==> src/rtl/iz_neuron_array.sv <==
// Time-multiplexed array of Izhikevich neurons sharing one fixed-point datapath.
// Each accepted tick walks every neuron through the datapath once, then publishes the spike vector.
module iz_neuron_array #(
   parameter int N_NEURONS = 4,
   parameter int DATA_W    = 16,
   parameter int FRAC      = 6,
   parameter int STIM_W    = 8,
   parameter int IDX_W     = (N_NEURONS > 1) ? $clog2(N_NEURONS) : 1,
   parameter logic signed [DATA_W-1:0] V_THRESH = DATA_W'(30 * (2 ** FRAC)),
   parameter logic signed [DATA_W-1:0] V_REST   = DATA_W'(-70 * (2 ** FRAC))
) (
   input  logic                          clk_i,
   input  logic                          rst_ni,
   input  logic                          enable_i,
   input  logic                          tick_i,
   input  logic [N_NEURONS*STIM_W-1:0]   stim_i,
   input  logic                          cfg_valid_i,
   output logic                          cfg_ready_o,
   input  logic [IDX_W-1:0]              cfg_idx_i,
   input  logic [1:0]                    cfg_sel_i,
   input  logic [DATA_W-1:0]             cfg_data_i,
   output logic                          params_ready_o,
   output logic                          busy_o,
   output logic                          step_done_o,
   output logic [N_NEURONS-1:0]          spike_vec_o,
   input  logic [IDX_W-1:0]              mon_sel_i,
   output logic [DATA_W-1:0]             mon_v_o,
   output logic                          overrun_o
);

   localparam int DEPTH = 2 ** IDX_W;
   localparam int IW    = 2 * DATA_W + 4;
   localparam logic signed [IW-1:0] K3    = IW'(3);
   localparam logic signed [IW-1:0] K5    = IW'(5);
   localparam logic signed [IW-1:0] K140  = IW'(140) <<< FRAC;
   localparam logic signed [IW-1:0] S_MAX = IW'((2 ** (DATA_W - 1)) - 1);
   localparam logic signed [IW-1:0] S_MIN = -S_MAX - IW'(1);

   typedef logic signed [DATA_W-1:0] word_t;
   typedef enum logic [1:0] {IDLE, RUN, DONE} state_t;

   state_t                  state_q, state_d;
   logic [IDX_W-1:0]        runIdx_q;
   logic [N_NEURONS*STIM_W-1:0] stim_q;
   word_t                   v_q [DEPTH];
   word_t                   u_q [DEPTH];
   word_t                   a_q [DEPTH];
   word_t                   b_q [DEPTH];
   word_t                   c_q [DEPTH];
   word_t                   d_q [DEPTH];
   logic [DEPTH-1:0][3:0]   mask_q;
   logic [DEPTH-1:0]        spikePend_q, spikeNext;
   logic [N_NEURONS-1:0]    spike_vec_q;
   logic                    overrun_q;
   word_t                   mon_v_q;

   logic [DEPTH-1:0]        idxOk;
   word_t                   vMon [DEPTH];
   logic                    paramsReady, tickAccept, cfgWrite, lastIdx, spkNow;
   word_t                   vCur, uCur, vNext, uNext;
   logic [STIM_W-1:0]       stimCur;
   logic signed [IW-1:0]    vX, uX, stimX, dv, du, bvs;

   function automatic word_t sat(input logic signed [IW-1:0] x);
      if (x > S_MAX) return word_t'(S_MAX);
      if (x < S_MIN) return word_t'(S_MIN);
      return x[DATA_W-1:0];
   endfunction

   // Slots beyond N_NEURONS exist only to make every index value legal; they are never valid.
   for (genvar g = 0; g < DEPTH; g++) begin : g_slot
      assign idxOk[g] = (g < N_NEURONS);
      assign vMon[g]  = (g < N_NEURONS) ? v_q[g] : '0;
   end

   always_comb begin
      paramsReady = 1'b1;
      for (int i = 0; i < N_NEURONS; i++) paramsReady = paramsReady & (&mask_q[i]);
   end

   assign cfg_ready_o    = (state_q == IDLE);
   assign params_ready_o = paramsReady;
   assign busy_o         = (state_q != IDLE);
   assign step_done_o    = (state_q == DONE);
   assign spike_vec_o    = spike_vec_q;
   assign overrun_o      = overrun_q;
   assign mon_v_o        = mon_v_q;

   // A tick only counts if the array was already fully configured before this cycle's write.
   assign tickAccept = (state_q == IDLE) && tick_i && enable_i && paramsReady;
   assign cfgWrite   = cfg_valid_i && (state_q == IDLE) && idxOk[cfg_idx_i];
   assign lastIdx    = (runIdx_q == IDX_W'(N_NEURONS - 1));

   always_comb begin
      state_d = state_q;
      case (state_q)
         IDLE:    if (tickAccept) state_d = RUN;
         RUN:     if (lastIdx) state_d = DONE;
         default: state_d = IDLE;
      endcase
   end

   // Shared datapath: all intermediates are wide so only the final results need clamping.
   always_comb begin
      vCur    = v_q[runIdx_q];
      uCur    = u_q[runIdx_q];
      stimCur = stim_q[runIdx_q*STIM_W +: STIM_W];
      vX      = IW'(vCur);
      uX      = IW'(uCur);
      stimX   = {{(IW-STIM_W){1'b0}}, stimCur};
      spkNow  = (vCur >= V_THRESH);
      dv      = K3 * ((vX * vX) >>> 10) + K5 * vX + K140 + (stimX <<< FRAC) - uX;
      bvs     = ((IW'(b_q[runIdx_q]) * vX) >>> FRAC) - uX;
      du      = (IW'(a_q[runIdx_q]) * bvs) >>> FRAC;
      if (spkNow) begin
         vNext = c_q[runIdx_q];
         uNext = sat(uX + IW'(d_q[runIdx_q]));
      end else begin
         vNext = sat(vX + dv);
         uNext = sat(uX + du);
      end
      spikeNext            = spikePend_q;
      spikeNext[runIdx_q]  = spkNow;
   end

   always_ff @(posedge clk_i or negedge rst_ni) begin
      if (!rst_ni) begin
         state_q     <= IDLE;
         runIdx_q    <= '0;
         stim_q      <= '0;
         mask_q      <= '0;
         spikePend_q <= '0;
         spike_vec_q <= '0;
         overrun_q   <= 1'b0;
         mon_v_q     <= '0;
         for (int i = 0; i < DEPTH; i++) begin
            v_q[i] <= V_REST;
            u_q[i] <= '0;
            a_q[i] <= '0;
            b_q[i] <= '0;
            c_q[i] <= '0;
            d_q[i] <= '0;
         end
      end else begin
         state_q <= state_d;
         mon_v_q <= vMon[mon_sel_i];
         if (tick_i && (state_q != IDLE)) overrun_q <= 1'b1;
         if (tickAccept) stim_q <= stim_i;
         if (cfgWrite) begin
            mask_q[cfg_idx_i][cfg_sel_i] <= 1'b1;
            case (cfg_sel_i)
               2'd0:    a_q[cfg_idx_i] <= cfg_data_i;
               2'd1:    b_q[cfg_idx_i] <= cfg_data_i;
               2'd2:    c_q[cfg_idx_i] <= cfg_data_i;
               default: d_q[cfg_idx_i] <= cfg_data_i;
            endcase
         end
         if (state_q == RUN) begin
            v_q[runIdx_q] <= vNext;
            u_q[runIdx_q] <= uNext;
            spikePend_q   <= spikeNext;
            if (lastIdx) begin
               runIdx_q    <= '0;
               spike_vec_q <= spikeNext[N_NEURONS-1:0];
            end else begin
               runIdx_q <= runIdx_q + 1'b1;
            end
         end
      end
   end

endmodule

==> config.mk <==
export PLATFORM = sky130hd
export DESIGN_NAME = iz_neuron_array
export DESIGN_NICKNAME = d
export VERILOG_FILES = /design/src/rtl/iz_neuron_array.sv
export SDC_FILE = /design/constraint.sdc
export NUM_CORES = 2
export LEC_CHECK = 0
export CAP_MARGIN = 5
export CORE_MARGIN = 2
export CORE_UTILIZATION = 30
export CTS_BUF_LIST = sky130_fd_sc_hd__clkbuf_8
export CTS_CLUSTER_DIAMETER = 40
export CTS_CLUSTER_SIZE = 20
export DETAILED_ROUTE_END_ITERATION = 10
export DONT_BUFFER_PORTS = 1
export PLACE_DENSITY = 0.57
export SLEW_MARGIN = 10
export SYNTH_ARGS = -nofsm -noshare
export SYNTH_HDL_FRONTEND = slang
export SYNTH_SLANG_ARGS = --single-unit
export TNS_END_PERCENT = 30
==> constraint.sdc <==
create_clock -name clk_i -period 17.35 [get_ports clk_i]
set_input_delay 4.3375 -clock clk_i [delete_from_list [all_inputs] [get_ports clk_i]]
set_output_delay 4.3375 -clock clk_i [all_outputs]
set_load 0.02 [all_outputs]
==> summary.txt <==
Outcome
  – Outcome: finished with violations
  – Failing checks: max-slew violations

STA
  – Final-report max-slew violation count: 64
  – Fmax: ~60 MHz
  – Final setup viols: 0
  – Final Hold Viols: 0
  – Final min period: between 15000 and 20000 ps
  – Clock skew after layout: roughly 58 ps
  – Slew @ Worst Pin: about 1600 ps
  – Slew HR: -0.0384
  – Worst hold slack: 475 ps
  – Final Cycle Share: 0.964

Setup path
  – Crit path kind: reg -> reg
  – Worst setup EP type: register
  – Most common cell on crit path: fa_1
  – CP max-delay cell: fa_1
  – Worst Path Arrival: between 15000 and 20000 ps
  – Crit path largest cell delay: 590 ps
  – Worst EP required: 17920 ps
  – Critical path fanouts, max: 14
  – CP startpoint kind: register

Floorplan
  – DIE AREA: just over 0.2 mm²
  – Initial Utilization: 0.303
  – Rows: 163
  – Die Height: about 450 µm
  – IO Pins: 84
  – Chip Width: 450 µm
  – Core footprint: 0.198 mm²

Route
  – Vias: approximately 42k
  – Avg WL per Cell: just under 20 µm
  – Pre-antenna DRT Iters: 5
  – Vias/cell: a little under 5
  – Initial DRC count: ~3.0k
  – DRC viols: 0
  – Post-detailed-route count of antenna-violating nets: 0
  – Drt total wl: between 150 and 200 mm

Hold path
  – Hold Path Class: reg -> reg

Cells and area
  – Layout cells sized above 1: 0.143
  – Multi-input gate area: 0.0433 mm²
  – Fill cells: approximately 20k
  – Final Core Density: 0.332
  – Area grow syn2layout: 9.64%
  – Reg area: 0.0116 mm²
  – Final nets: 7488

Flow run
  – Max-capacitance violation count: 0

Clocking
  – Clk buf depth: 3
  – CTS Root Cell: clkbuf_8
  – CTS Hold Buffers Added: 0
  – TritonCTS clock tree: done
  – CTS sink cnt: between 400 and 500
  – Worst skew pair latency: between 600 and 700 ps
  – # H-tree levels: 2
  – Clock slew at reported path FFs: about 100 ps
  – Cts bufs inserted: 46

Placement
  – IO buf count: 0
  – Dpl hpwl: 137 mm
  – GP Congestion: just over 0.9

Logic synthesis
  – Post-Synthesis Cells: around 6k
  – Seq cells post-synth: between 400 and 500
  – Post-synthesis sequential area ratio: 0.193
  – Post-synth EDFFs: 0
  – Post-synth cell types: 106
  – Cell Area, Synth: around 0.06 mm²
  – Main synth FF type: dfrtp_1
  – Async SR Flop Fraction: 1.00
  – Syn Area/Cell: between 9 and 10 µm²
  – Warnings, synthesis: 0
  – Syn nets: 7474

GRT
  – Largest net degree at the start of global routing: around 460
  – First-pass GRT wire length: 271 mm
  – Total track usage: 0.171
  – GR Overflow Total: 0
  – Initial antenna violation count: 4
  – Vias in the first global route: 44.9k
cell usage after synthesis, types with 78 or more instances:
cell type / number / share of area
dfrtp_1: 432 / 0.18
mux2_2: 323 / 0.061
o21ai_0: 142 / 0.012
ha_1: 429 / 0.090
nand2_1: 618 / 0.039
and2_1: 78 / 0.0082
nor2_1: 490 / 0.031
clkbuf_1: 175 / 0.011
inv_1: 1208 / 0.076
mux4_2: 80 / 0.030
xnor2_1: 143 / 0.021
fa_1: 941 / 0.32
a21oi_1: 141 / 0.012
routing by layer:
layer / share of wire / GRT usage / vias to the layer above
li1: - / - / 19100
met2: 0.47 / 0.281 / 1275
met3: 0.061 / 0.0213 / 199
met4: 0.026 / 0.0416 / 4
met1: 0.44 / 0.239 / 21800
met5: 0.00013 / 0 / -
critical path, delay by kind of cell, from the launching register on:
kind,cells,cell delay (ps)
AO/OA/AOI/OAI,20,4140
multiplexers,1,360
buffers and inverters,11,1060
adder cells (fa/ha/maj),16,7500
XOR/XNOR,3,390
flip-flops,1,550
AND/OR/NAND/NOR,16,2610
flip-flops by register name (all words and copies together) (netlist names), 2 cells and up:
register,flops
stim_q,32
spike_vec_o,4
runIdx_q,2
state_q,2
u_q,64
c_q,64
a_q,64
d_q,64
vMon,64
spikePend_q,3
mon_v_o,16
b_q,64
mask_q,16
worst paths after layout:
check	slack [ps]	end	depth (start not counted)	startpoint
max	630	u_q[10]	67	runIdx_q[0]
min	470	mask_q[8]	1	mask_q[8]
max reg2reg	630	u_q[10]	67	runIdx_q[0]
min reg2reg	470	mask_q[8]	1	mask_q[8]
max in group asynchronous	12730	a_q[10]	0	rst_ni
min in group asynchronous	3370	d_q[3]	0	rst_ni
through the flow:
stage	setup TNS (ps)	worst slack, ps	cell area [µm²]	std cells
after floorplan	0	16.9	59800	6045
after global placement	-667	-40.5	63500	8615
after detailed placement	-9680	-227	63500	8615
after CTS	0	2.61	64700	8701
after global routing	-154	-40.0	65500	8735
final	0	630	65500	8735
cell usage in the layout (no fill, tap or decap), drive strengths merged, types with 39 or more instances in the layout:
cell type	n
a21o	68
a21oi	144
a221oi	56
and2	78
buf	194
clkbuf	51
dfrtp	432
fa	941
ha	429
inv	1218
mux2	324
mux2i	60
mux4	80
nand2	621
nand2b	42
nor2	495
nor2b	48
nor3	39
o21a	48
o21ai	175
xnor2	145
xor2	48
what timing repair did:
item,4_1_cts,5_1_grt
setup endpoints to repair,60,64
pin swaps,0,41
gates cloned,1,3
buffers inserted,2,30
gates resized for setup,11,110
cell type report:
class / instances / area share
Antenna cell: 1 / 0.0000382
Clock buffer: 49 / 0.0103
Timing Repair Buffer: 196 / 0.0263
Tap cell: 2640 / 0.0504
Sequential cell: 460 / 0.176
Inverter: 1215 / 0.0698
Clock inverter: 34 / 0.00630
Multi-Input combinational cell: 4140 / 0.661
cell families (layout without fill, tap and decap cells):
| family | Yosys count | in the layout | share of synthesized area |
|---|---|---|---|
| muxes | 464 | 464 | 0.101 |
| xor gates and xnor gates | 195 | 195 | 0.0295 |
| AOI/OAI and AO/OA | 649 | 649 | 0.0723 |
| DFF | 460 | 460 | 0.193 |
| and+or+nand+nor | 1462 | 1462 | 0.107 |
| other | 0 | 1 | 0 |
| buffers and inverters | 1445 | 1494 | 0.0923 |
| adders and majority gates | 1370 | 1370 | 0.405 |
Power is not shown: default switching activity piles up to over one toggle a cycle in this logic, so the estimate is an artifact.
